===== src/rtl/deskew_pkg.sv =====
// Shared widths and lane type for the deskew collector and its FIFO.
package deskew_pkg;

  localparam int unsigned DW_DEF    = 64;
  localparam int unsigned DN_DEF    = 8;
  localparam int unsigned DEPTH_DEF = 16;

  function automatic int unsigned sdw_of(input int unsigned dw, input int unsigned dn);
    return dw / dn;
  endfunction

  function automatic int unsigned ptr_w_of(input int unsigned depth);
    return (depth > 1) ? $clog2(depth) : 1;
  endfunction

  function automatic int unsigned cnt_w_of(input int unsigned depth);
    return $clog2(depth + 1);
  endfunction

  function automatic int unsigned inf_w_of(input int unsigned dn);
    return $clog2(dn + 1);
  endfunction

  localparam int unsigned SDW   = sdw_of(DW_DEF, DN_DEF);
  localparam int unsigned PTR_W = ptr_w_of(DEPTH_DEF);
  localparam int unsigned CNT_W = cnt_w_of(DEPTH_DEF);
  localparam int unsigned INF_W = inf_w_of(DN_DEF);

  typedef logic [SDW-1:0] lane_t;

endpackage


===== src/rtl/deskew_collector_sync_fifo.sv =====
// Register-based synchronous FIFO; head word is read straight from storage at rd_ptr.
module sync_fifo
  import deskew_pkg::*;
#(
  parameter int unsigned DW    = 64,
  parameter int unsigned DEPTH = 16
) (
  input  logic                          clk,
  input  logic                          rst,
  input  logic                          push,
  input  logic                          pop,
  input  logic [DW-1:0]                 din,
  output logic [DW-1:0]                 dout,
  output logic [cnt_w_of(DEPTH)-1:0]    count,
  output logic                          full,
  output logic                          empty
);

  localparam int unsigned PW = ptr_w_of(DEPTH);
  localparam int unsigned CW = cnt_w_of(DEPTH);

  logic [DW-1:0] mem [DEPTH];
  logic [PW-1:0] wr_ptr;
  logic [PW-1:0] rd_ptr;

  // Pointers wrap naturally because DEPTH is a power of two.
  always_ff @(posedge clk or posedge rst) begin
    if (rst) begin
      wr_ptr <= '0;
      rd_ptr <= '0;
      count  <= '0;
      for (int k = 0; k < int'(DEPTH); k++) mem[k] <= '0;
    end else begin
      if (push) begin
        mem[wr_ptr] <= din;
        wr_ptr      <= wr_ptr + PW'(1);
      end
      if (pop) rd_ptr <= rd_ptr + PW'(1);
      if (push && !pop)      count <= count + CW'(1);
      else if (pop && !push) count <= count - CW'(1);
    end
  end

  assign dout  = mem[rd_ptr];
  assign full  = (count == CW'(DEPTH));
  assign empty = (count == '0);

endmodule


===== src/rtl/deskew_collector.sv =====
// Realigns skewed PE-array lanes into full words, buffers them and issues launch credit.
// Optional DESKEW_LANE_CHECK_EN adds a sticky lane_err for inconsistent lane valids.
module deskew_collector
  import deskew_pkg::*;
#(
  parameter int unsigned DW    = 64,
  parameter int unsigned DN    = 8,
  parameter int unsigned DEPTH = 16
) (
  input  logic          clk,
  input  logic          rst,
  input  logic [DW-1:0] xi,
  input  logic [DN-1:0] vi,
  output logic          accept_ok,
  output logic [DW-1:0] out_data,
  output logic          out_valid,
  input  logic          out_ready,
  output logic          ovf,
  input  logic          ovf_clr
`ifdef DESKEW_LANE_CHECK_EN
  ,
  output logic          lane_err
`endif
);

  localparam int unsigned LW = sdw_of(DW, DN);
  localparam int unsigned CW = cnt_w_of(DEPTH);
  localparam int unsigned IW = inf_w_of(DN);
  localparam int unsigned SW = CW + 1;
`ifdef DESKEW_LANE_CHECK_EN
  localparam int unsigned VN = DN;
`else
  localparam int unsigned VN = 1;
  logic unused_vi;
  assign unused_vi = ^vi[DN-1:1];
`endif

  logic [DW-1:0] aw;
  logic [VN-1:0] avl;
  logic          av;

  // Lane i sits behind DN-1-i data stages; the last lane needs none.
  for (genvar i = 0; i < int'(DN); i++) begin : g_lane
    localparam int unsigned L = DN - 1 - i;
    if (L == 0) begin : g_comb
      assign aw[LW*i +: LW] = xi[LW*i +: LW];
    end else begin : g_dly
      logic [LW-1:0] d [L];
      always_ff @(posedge clk or posedge rst) begin
        if (rst) begin
          for (int k = 0; k < int'(L); k++) d[k] <= '0;
        end else begin
          d[0] <= xi[LW*i +: LW];
          for (int k = 1; k < int'(L); k++) d[k] <= d[k-1];
        end
      end
      assign aw[LW*i +: LW] = d[L-1];
    end
  end

  // Valid chains: lane 0 always, the rest only when lane checking is built in.
  for (genvar i = 0; i < int'(VN); i++) begin : g_vld
    localparam int unsigned L = DN - 1 - i;
    if (L == 0) begin : g_comb
      assign avl[i] = vi[i];
    end else begin : g_dly
      logic [L-1:0] v;
      always_ff @(posedge clk or posedge rst) begin
        if (rst) begin
          v <= '0;
        end else begin
          v[0] <= vi[i];
          for (int k = 1; k < int'(L); k++) v[k] <= v[k-1];
        end
      end
      assign avl[i] = v[L-1];
    end
  end

  assign av = avl[0];

  logic [CW-1:0] count;
  logic          full;
  logic          empty;
  logic          push;
  logic          pop;
  logic          drop;
  logic [IW-1:0] inflight;

  assign out_valid = !empty;
  assign pop       = out_valid && out_ready;
  assign push      = av && (!full || pop);
  assign drop      = av && full && !pop;

  sync_fifo #(.DW(DW), .DEPTH(DEPTH)) u_fifo (
    .clk   (clk),
    .rst   (rst),
    .push  (push),
    .pop   (pop),
    .din   (aw),
    .dout  (out_data),
    .count (count),
    .full  (full),
    .empty (empty)
  );

  // Words launched but not yet aligned; together with count this gates new launches.
  always_ff @(posedge clk or posedge rst) begin
    if (rst) begin
      inflight <= '0;
    end else if (vi[0] && !av) begin
      inflight <= inflight + IW'(1);
    end else if (!vi[0] && av) begin
      inflight <= inflight - IW'(1);
    end
  end

  assign accept_ok = (SW'(count) + SW'(inflight)) < SW'(DEPTH);

  always_ff @(posedge clk or posedge rst) begin
    if (rst)          ovf <= 1'b0;
    else if (drop)    ovf <= 1'b1;
    else if (ovf_clr) ovf <= 1'b0;
  end

`ifdef DESKEW_LANE_CHECK_EN
  logic skew_bad;
  assign skew_bad = (avl != '0) && (avl != '1);

  always_ff @(posedge clk or posedge rst) begin
    if (rst)           lane_err <= 1'b0;
    else if (skew_bad) lane_err <= 1'b1;
    else if (ovf_clr)  lane_err <= 1'b0;
  end
`endif

endmodule

===== config.mk =====
export PLATFORM = sky130hd
export DESIGN_NAME = deskew_collector
export DESIGN_NICKNAME = d
export VERILOG_FILES = /design/src/rtl/deskew_pkg.sv /design/src/rtl/deskew_collector_sync_fifo.sv /design/src/rtl/deskew_collector.sv
export SDC_FILE = /design/constraint.sdc
export NUM_CORES = 2
export LEC_CHECK = 0
export CAP_MARGIN = 20
export CORE_MARGIN = 5
export CORE_UTILIZATION = 25
export DETAILED_ROUTE_END_ITERATION = 10
export PLACE_DENSITY = 0.46
export SYNTH_ARGS = -nofsm -noshare
export SYNTH_HDL_FRONTEND = slang
export SYNTH_HIERARCHICAL = 1
export SYNTH_SLANG_ARGS = --single-unit

===== constraint.sdc =====
create_clock -name clk -period 64.9 [get_ports clk]
set_clock_uncertainty 0.1 [all_clocks]
set_input_delay 12.98 -clock clk [delete_from_list [all_inputs] [get_ports clk]]
set_output_delay 12.98 -clock clk [all_outputs]
set_load 0.005 [all_outputs]

==> impl_metrics.yaml <==
clock_network:
  clkSlewWorstSetupHoldPaths_ns: 0.06
  htreeDepth: 4
  post-cts-setup-buffer-count: 0
  ctsHoldBuffers: 0
  clock_latency_ns: 0.80
  cts_buffers: 147
  ctsResizeCount: 0
  cts_max_path_buffers: 3
  cts_tree: "done"
  clkSinkCount: 1273
  root_buffer: "clkbuf_16"
timing:
  finalSetupViolCount: 0
  worst_pin_slew_ns: 1.13
  hold_viol_final: 0
  rsz0062_at_grt: "false"
  slew_viol_final: 0
  tns_ns: 0
  relSlewSlack_pct: 24.4
  max_freq_mhz: 56.1
  post-route-period-util_pct: 27.4
  min_period_ns: 17.81
synthesis:
  synth_edf_count: 0
  syn_nets: 3213
  ys_seq_elements: 1273
  postSynthCellCount: 3119
  synth_area_leaders: "dfrtp_1, mux2_2, mux4_2, a22oi_1, buf_6"
  async_reset_ff_share_pct: 100
  synth-seq-area-share_pct: 60.1
  yosysTopAreaCell: "dfrtp_1"
  syn_area_um2: 53000
  ys_types: 46
  synth_ff_type: "dfrtp_1"
  synth_warnings: 6
  avgSynthCellArea_um2: 17.0
  netlist.area_leader.share_pct: 60.1
worst_hold_path:
  hold_depth: 0
  hold_start: "g_lane[1].g_dly.d[8]"
  min_path_type: "reg2reg"
  hold-path-endpoint: "aw[8]"
route:
  drc: 0
  wl_per_cell_um: 22.3
  vias: 27500
  viasPerCell: 4.48
  dr.first_iter.drc_count: 1339
  ant_nets: 0
  firstDrtPassIters: 5
  wirelength_mm: 137
global_routing:
  gr-total-overflow: 0
  grt_usage_pct: 12.5
  grt_pass1_wl_mm: 208
  first_global_vias: 30500
  antenna_found_initial: 5
  grt_max_degree: 175
placed_design:
  dp.cells: 5874
  port-buffer-count: 135
  hpwlAfterDp_mm: 72.9
  gp_congestion: 0.673
finish:
  area_growth_pct: 16.8
  fill_cells: 21200
  final_layout_size_suffix_gt1_share_pct: 47.2
  instances_no_fill: 6145
  fin_nets: 3299
  post-route-util_pct: 29.3
setup_path:
  rr_worst_depth: 9
  cp_max_fo: 45
  arrival_ns: 4.73
  ff2ff_setup_slack_ns: 60.70
  cp-end-kind: "output pin"
  crit_required_ns: 51.82
  r2r-start: "u_fifo/count[1]"
  critical_path_class: "reg2out"
  r2r-end: "u_fifo/mem[68]"
  critPathLaunchType: "flip-flop"
  startpoint: "u_fifo/rd_ptr[0]"
power:
  power_density_nw_per_um2: 52.1
  ir_worst_vdd_v: 0.0000340
  p_total_mw: 3.22
  p_leak_nw: 26.4
floorplan:
  io_pins: 143
  die_h_um: 470
  fp.coreArea_um2: 211000
  die-area_um2: 221000
  start_util_pct: 25.0
  die_w_um: 470
  rows: 169
status:
  status: "finished, final reports clean"
run:
  cap_violations: 0
==> final cells by class <==
class | instances | area (um2) | area share, %
Sequential cell | 1273 | 31900 | 51.5
Multi-Input combinational cell | 1578 | 19600 | 31.7
Clock buffer | 222 | 4320 | 6.98
Tap cell | 2821 | 3530 | 5.70
Timing Repair Buffer | 190 | 1860 | 3.01
Clock inverter | 43 | 598 | 0.967
Inverter | 15 | 71.3 | 0.115
Antenna cell | 3 | 7.51 | 0.0121
==> per-layer routing <==
layer	track usage, %	vias to the layer above	routed length, um
li1	-	11700	-
met3	2.12	156	3600
met2	20.5	315	67300
met5	0	-	0
met4	3.12	0	2540
met1	17.1	15300	63800
==> how the worst max path moves through the flow <==
stage	endpoint	slack (ns)	depth (start not counted)
floorplan	u_fifo/count[0]	22.63	1
global placement	u_fifo/mem[328]	46.67	6
detailed placement	u_fifo/mem[328]	46.67	6
CTS	out_data[34]	46.83	6
global route	out_data[46]	46.71	6
finish	out_data[46]	47.09	6
==> cell families (layout without fill, tap and decap cells) <==
logic type / after synthesis / after routing / share of synthesized area, %
multiplexers: 1283 / 1283 / 32.9
flip-flops: 1273 / 1273 / 60.1
buffers and inverters: 268 / 470 / 3.01
AO/OA/AOI/OAI: 148 / 148 / 2.09
AND/OR/NAND/NOR: 118 / 118 / 1.25
adder cells (fa/ha/maj): 18 / 18 / 0.454
XOR/XNOR: 11 / 11 / 0.182
other: 0 / 3 / 0
==> through the flow <==
| step | hold slack (ns) | area [um2] | worst slack, ns |
|---|---|---|---|
| 3_3_place_gp | 0.234 | 56900 | 46.67 |
| 3_5_place_dp | 0.235 | 56900 | 46.67 |
| 2_1_floorplan | 0.231 | 53000 | 22.63 |
| 5_1_grt | 0.243 | 61900 | 46.71 |
| 6_report | 0.235 | 61900 | 47.09 |
| 4_1_cts | 0.226 | 61800 | 46.83 |
==> state kept, by name (all words and copies together), names as in the netlist <==
register	flops
u_fifo/mem	1024
g_lane.g_dly.d	176
aw	48
g_vld.g_dly.v	7
u_fifo/count	5
inflight	4
u_fifo/rd_ptr	4
u_fifo/wr_ptr	4
ovf	1
==> layout by cell type (no fill, tap or decap), drive strengths merged, types with 2 or more instances in the layout <==
cell / n
a21oi: 4
mux2: 1026
nor3: 5
fa: 2
inv: 21
nand4: 6
xnor2: 8
dfrtp: 1273
xor2: 3
a22oi: 128
nor2b: 3
ha: 16
clkdlybuf4s50: 135
nor2: 4
nand2: 77
bufinv: 5
o2111ai: 3
mux4: 256
nand3: 14
or3: 2
diode: 3
clkinv: 29
and2b: 2
clkinvlp: 3
clkbuf: 222
o211ai: 2
buf: 55
o21ai: 6
or4: 2
==> where the power goes <==
part | internal, mW | total, mW | switching, mW | leakage [nW]
logic | 0.640 | 1.11 | 0.471 | 8.35
clock network | 0.485 | 0.832 | 0.347 | 2.40
registers | 1.11 | 1.28 | 0.166 | 15.7
total | 2.24 | 3.22 | 0.985 | 26.4
==> critical path: stages (launching register included) <==
cell	delay (ns)
dfrtp_4	0.60
buf_4	0.75
buf_4	0.92
mux4_2	0.60
a22oi_1	0.24
nand2_1	0.25
clkdlybuf4s50_1	0.52
==> cells in the mapped netlist (all sizes together) (2+ instances only) <==
master      n
nand2      77
a22oi     128
nand3      14
and2b       2
nor2        4
mux2     1026
xnor2       8
nor3        5
o211ai      2
a21oi       4
dfrtp    1273
nand4       6
clkbuf    101
o2111ai     3
fa          2
mux4      256
o21ai       6
buf       152
inv        15
xor2        3
or4         2
ha         16
or3         2
nor2b       3
No activity file was read; power rests on OpenSTA's default activity.
